### config.mk
export PLATFORM = sky130hd
export DESIGN_NAME = score_keeper
export DESIGN_NICKNAME = d
export VERILOG_FILES = /design/src/rtl/score_keeper_pkg.sv /design/src/rtl/score_keeper.sv
export SDC_FILE = /design/constraint.sdc
export NUM_CORES = 1
export LEC_CHECK = 0
export BUFFER_PORTS_ARGS = -buffer_cell sky130_fd_sc_hd__buf_4
export CAP_MARGIN = 20
export CORE_ASPECT_RATIO = 1.2
export CORE_UTILIZATION = 60
export DETAILED_ROUTE_END_ITERATION = 16
export PLACE_DENSITY = 0.81
export SETUP_SLACK_MARGIN = 0.05
export SLEW_MARGIN = 20
export SYNTH_ARGS = -nofsm -noshare
export SYNTH_HDL_FRONTEND = slang
export SYNTH_SLANG_ARGS = --single-unit
export TNS_END_PERCENT = 20
### constraint.sdc
create_clock -name clk -period 3.2 [get_ports clk]
set_input_delay 0.64 -clock clk [delete_from_list [all_inputs] [get_ports clk]]
set_output_delay 0.64 -clock clk [all_outputs]
set_load 0.02 [all_outputs]
### src/rtl/score_keeper_pkg.sv
// Shared encodings for the score keeper: match states, latched point events,
// winner codes and the score digit width.
package score_keeper_pkg;
    localparam int SCORE_W = 4;

    typedef enum logic [1:0] {
        S_IDLE  = 2'd0,
        S_SERVE = 2'd1,
        S_PLAY  = 2'd2,
        S_OVER  = 2'd3
    } state_t;

    typedef enum logic [1:0] {
        PEND_NONE = 2'd0,
        PEND_P1   = 2'd1,
        PEND_P2   = 2'd2,
        PEND_TIE  = 2'd3
    } pend_t;

    localparam logic [1:0] WINNER_NONE = 2'd0;
    localparam logic [1:0] WINNER_P1   = 2'd1;
    localparam logic [1:0] WINNER_P2   = 2'd2;
endpackage

### src/rtl/score_keeper.sv
// Match flow and per-player score digits; point events are latched during play
// and only applied on frame_start so a digit never changes mid-frame.
module score_keeper
    import score_keeper_pkg::*;
#(
    parameter int WIN_SCORE    = 9,
    parameter int SERVE_FRAMES = 60
) (
    input  logic               clk,
    input  logic               reset,
    input  logic               frame_start,
    input  logic               point_p1,
    input  logic               point_p2,
    input  logic               start_btn,
    output logic [SCORE_W-1:0] score_p1,
    output logic [SCORE_W-1:0] score_p2,
    output logic               serve_en,
    output logic               game_over,
    output logic [1:0]         winner
);
    localparam logic [SCORE_W-1:0] WIN_VAL    = SCORE_W'(WIN_SCORE);
    localparam logic [7:0]         SERVE_LAST = 8'(SERVE_FRAMES - 1);

    state_t             state;
    pend_t              pending;
    logic [7:0]         frame_cnt;
    logic               start_q;
    logic               start_rise;
    logic [SCORE_W-1:0] p1_next;
    logic [SCORE_W-1:0] p2_next;

    assign start_rise = start_btn & ~start_q;
    assign p1_next    = score_p1 + 1'b1;
    assign p2_next    = score_p2 + 1'b1;

    always_ff @(posedge clk) begin
        if (reset) begin
            state     <= S_IDLE;
            pending   <= PEND_NONE;
            frame_cnt <= '0;
            start_q   <= 1'b0;
            score_p1  <= '0;
            score_p2  <= '0;
            serve_en  <= 1'b0;
            game_over <= 1'b0;
            winner    <= WINNER_NONE;
        end else begin
            start_q <= start_btn;
            case (state)
                S_IDLE: begin
                    score_p1  <= '0;
                    score_p2  <= '0;
                    frame_cnt <= '0;
                    if (start_rise) state <= S_SERVE;
                end
                S_SERVE: begin
                    if (frame_start) begin
                        if (frame_cnt == SERVE_LAST) begin
                            state     <= S_PLAY;
                            frame_cnt <= '0;
                            serve_en  <= 1'b1;
                        end else begin
                            frame_cnt <= frame_cnt + 8'd1;
                        end
                    end
                end
                S_PLAY: begin
                    // Only a point latched on an earlier edge is applied here;
                    // a coincident pulse is captured and waits for the next frame.
                    if (frame_start && pending != PEND_NONE) begin
                        pending   <= PEND_NONE;
                        frame_cnt <= '0;
                        serve_en  <= 1'b0;
                        state     <= S_SERVE;
                        case (pending)
                            PEND_P1: begin
                                score_p1 <= p1_next;
                                if (p1_next == WIN_VAL) begin
                                    state     <= S_OVER;
                                    game_over <= 1'b1;
                                    winner    <= WINNER_P1;
                                end
                            end
                            PEND_P2: begin
                                score_p2 <= p2_next;
                                if (p2_next == WIN_VAL) begin
                                    state     <= S_OVER;
                                    game_over <= 1'b1;
                                    winner    <= WINNER_P2;
                                end
                            end
                            default: ;
                        endcase
                    end else if (pending == PEND_NONE) begin
                        if (point_p1 && point_p2) pending <= PEND_TIE;
                        else if (point_p1)        pending <= PEND_P1;
                        else if (point_p2)        pending <= PEND_P2;
                    end
                end
                S_OVER: begin
                    if (start_rise) begin
                        score_p1  <= '0;
                        score_p2  <= '0;
                        winner    <= WINNER_NONE;
                        game_over <= 1'b0;
                        frame_cnt <= '0;
                        state     <= S_SERVE;
                    end
                end
                default: state <= S_IDLE;
            endcase
        end
    end
endmodule

==> impl_metrics.csv <==
group,metric,value,unit
run_status,status,"completed",
synth,synth_mux_area_share,1.31,%
cells_and_area,drive_gt1_share,14.1,%
synth,seq_area_frac_synth,32.8,%
setup_path,crit_path_end_kind,"register",
sta,fmax,0.465,GHz
detailed_routing,met1_length,1360,um
power_and_ir_drop,total_power,993,uW
cells_and_area,postLayoutCoreUtil,72.3,%
power_and_ir_drop,p_sw,427,uW
placement,portBuffers,17,
synth,synthAdderAreaFrac,9.84,%
cells_and_area,num-fill-cells,195,
placement,pre_cts_ws,1.07,ns
global_route,grt_max_degree,22,
synth,yosys.cell_types.count,43,
sta,setup_tns,0,ns
setup_path,crit_type,"reg -> reg",
placement,dp_cells,225,
cts,root_buffer,"clkbuf_4",
detailed_routing,ant_nets,0,
sta,clock_skew,0.0106,ns
power_and_ir_drop,power_density,584,nW/um2
detailed_routing,first_iter_violations,30,
synth,async_flop_share,0,%
sta,finalWorstSetupSlack,1.05,ns
setup_path,worstPathArrival,2.39,ns
synth,syn_area_per_cell,8.38,um2
detailed_routing,drc_errors,0,
synth,yosysWarnings,0,
global_route,grt_pass1_wl,5420,um
floorplan,dieArea,2750,um2
placement,postPlaceCellArea,1670,um2
floorplan,num_rows,19,
power_and_ir_drop,p_leak,0.644,nW
cts,clk_path_buf_depth,2,
setup_path,r2r_cells,7,
synth,yosys.area_share.simple,25.6,%
detailed_routing,vias,1383,
power_and_ir_drop,internal-power,566,uW
sta,rsz0062_at_grt,"false",
cts,path_clk_slew,0.15,ns
global_route,grt_usage,27.1,%
flow_run,drv_cap,0,
setup_path,required,3.45,ns
floorplan,dieHeight,57.2,um
cts,cts-resized-gates,0,
detailed_routing,post_drt_wl_per_cell,14.1,um
cts,cts_tree,"built",
cells_and_area,antenna_cells,0,
sta,slew_headroom,54.3,%
detailed_routing,top_layer,"met4",
synth,synthCells,182,
synth,synth_top_cell_area_share,32.8,%
cells_and_area,final_cells,229,
sta,min_period,2.15,ns
cts,cts_made_buffers,3,
synth,synth_compound_area_share,22.4,%
synth,yosys-top-cells-count,"25 x dfxtp_1, 23 x nor2_1, 18 x nand2_1, 12 x ha_1, 11 x inv_1",
cts,cts_hold_buf,0,
cts,post_cts_buffers,0,
sta,period_share,67.1,%
cells_and_area,final_area,1700,um2
detailed_routing,drt-total-wl,3220,um
global_route,grt_pass1_vias,1307,
synth,synth_top_family_by_area,"simple AND/OR/NAND/NOR gates",
synth,synth-xor-area-share,4.02,%
power_and_ir_drop,clkPwrFrac,15.5,%
sta,whs,0.517,ns
setup_path,start_kind,"register",
power_and_ir_drop,seqPwrFrac,37.8,%
cells_and_area,multi_input_comb_area,963,um2
synth,ys_ff_latch,25,
sta,tightest_slew,0.686,ns
placement,hpwlAfterDp,2470,um
synth,mappedNetlistArea,1530,um2
floorplan,start_util,64.8,%
synth,synth_edf_count,0,
global_route,antenna_found_initial,0,
power_and_ir_drop,ir_worst_vdd,0.388,mV
global_route,grt_overflow,0,
detailed_routing,firstDrtPassIters,4,
detailed_routing,routed-wl-met3,63,um
power_and_ir_drop,switching_share,43.0,%
power_and_ir_drop,comb_power_share,46.7,%
cts,clkLatencyLatePin,0.33,ns
cells_and_area,seq_area,500,um2
placement,gp_congestion,0.761,
sta,setup_violations,0,
floorplan,io_pins,18,
detailed_routing,met2WireLength,1750,um
cells_and_area,final_nets,217,
setup_path,critPathMaxFanout,21,
detailed_routing,viasPerCell,6.04,
synth,synth_largest_area_cell,"dfxtp_1",
cells_and_area,synthToLayoutAreaGrowth,11.6,%
min_path,holdCritPathClass,"reg -> reg",
synth,synth_nets,200,
floorplan,coreArea,2350,um2
floorplan,die_width,48.0,um
cts,h-tree-depth,1,
min_path,timing.hold.worst_path_depth,2,
cts,cts.sinks,25,
synth,ys_top_cells_by_area,"dfxtp_1 33%, ha_1 9.8%, nor2_1 5.7%",
synth,synth.most_common_cell,"dfxtp_1",
sta,slew_violations,0,
synth,yosys_most_used_dff,"dfxtp_1",
sta,finalHoldViolations,0,
[final timing paths]
kind / start / slack, ns / endpoint
worst max-delay path: state[0] / 1.05 / frame_cnt[5]
worst min-delay path: winner[1] / 0.52 / winner[1]
worst max register to register: state[0] / 1.05 / frame_cnt[5]
worst min register to register: winner[1] / 0.52 / winner[1]
[kinds of logic (layout without fill, tap and decap cells)]
kind of cell,Yosys count,count (layout)
compound gates,45,45
xor+xnor,7,7
fa+ha+maj,12,12
buf+inv,16,32
flops,25,25
mux,2,2
simple gates,75,75
[power groups by stage]
stage,combinational [mW],sequential [mW],clock (mW)
after floorplan,0.355,0.384,0
after global placement,0.443,0.378,0
after detailed placement,0.461,0.382,0
after CTS,0.463,0.375,0.155
after global routing,0.519,0.381,0.169
final,0.464,0.375,0.154
[metal layers]
layer / GRT usage [%] / vias up
met5: 0 / -
met4: 12.7 / 0
met3: 4.43 / 6
met2: 48.3 / 24
met1: 29.3 / 665
li1: - / 688
[worst max-delay path, stage by stage (launching register included)]
cell and delay, ns:
dfxtp_1 0.44, inv_1 0.09, ha_1 0.44, nor2_1 0.31
o221ai_2 0.19, or3_1 0.39, xor2_1 0.15, nor2_1 0.06
[registers in the layout (all words and copies together) (netlist names)]
| signal | cells |
|---|---|
| frame_cnt | 8 |
| score_p1 | 4 |
| score_p2 | 4 |
| pending | 2 |
| state | 2 |
| winner | 2 |
| game_over | 1 |
| serve_en | 1 |
| start_q | 1 |
[layout by cell type, fill, tap and decap left out, types with 5 or more instances in the layout]
master,n
a22oi_1,5
nand3_1,5
o21ai_0,5
and3_1,5
nand4_1,6
nand2_1,18
dfxtp_1,25
ha_1,12
o21ai_1,5
buf_4,17
a21oi_1,10
nor2_1,23
inv_1,11
[area by class of cell]
class                      count  area share, %
multi-input combinational    141           56.6
sequential                    25           29.4
timing repair buffer          17           7.50
inverter                      11           2.43
tap                           31           2.28
clock buffer                   3           1.32
clock inverter                 1          0.441
No activity file was read; power rests on OpenSTA's default activity.
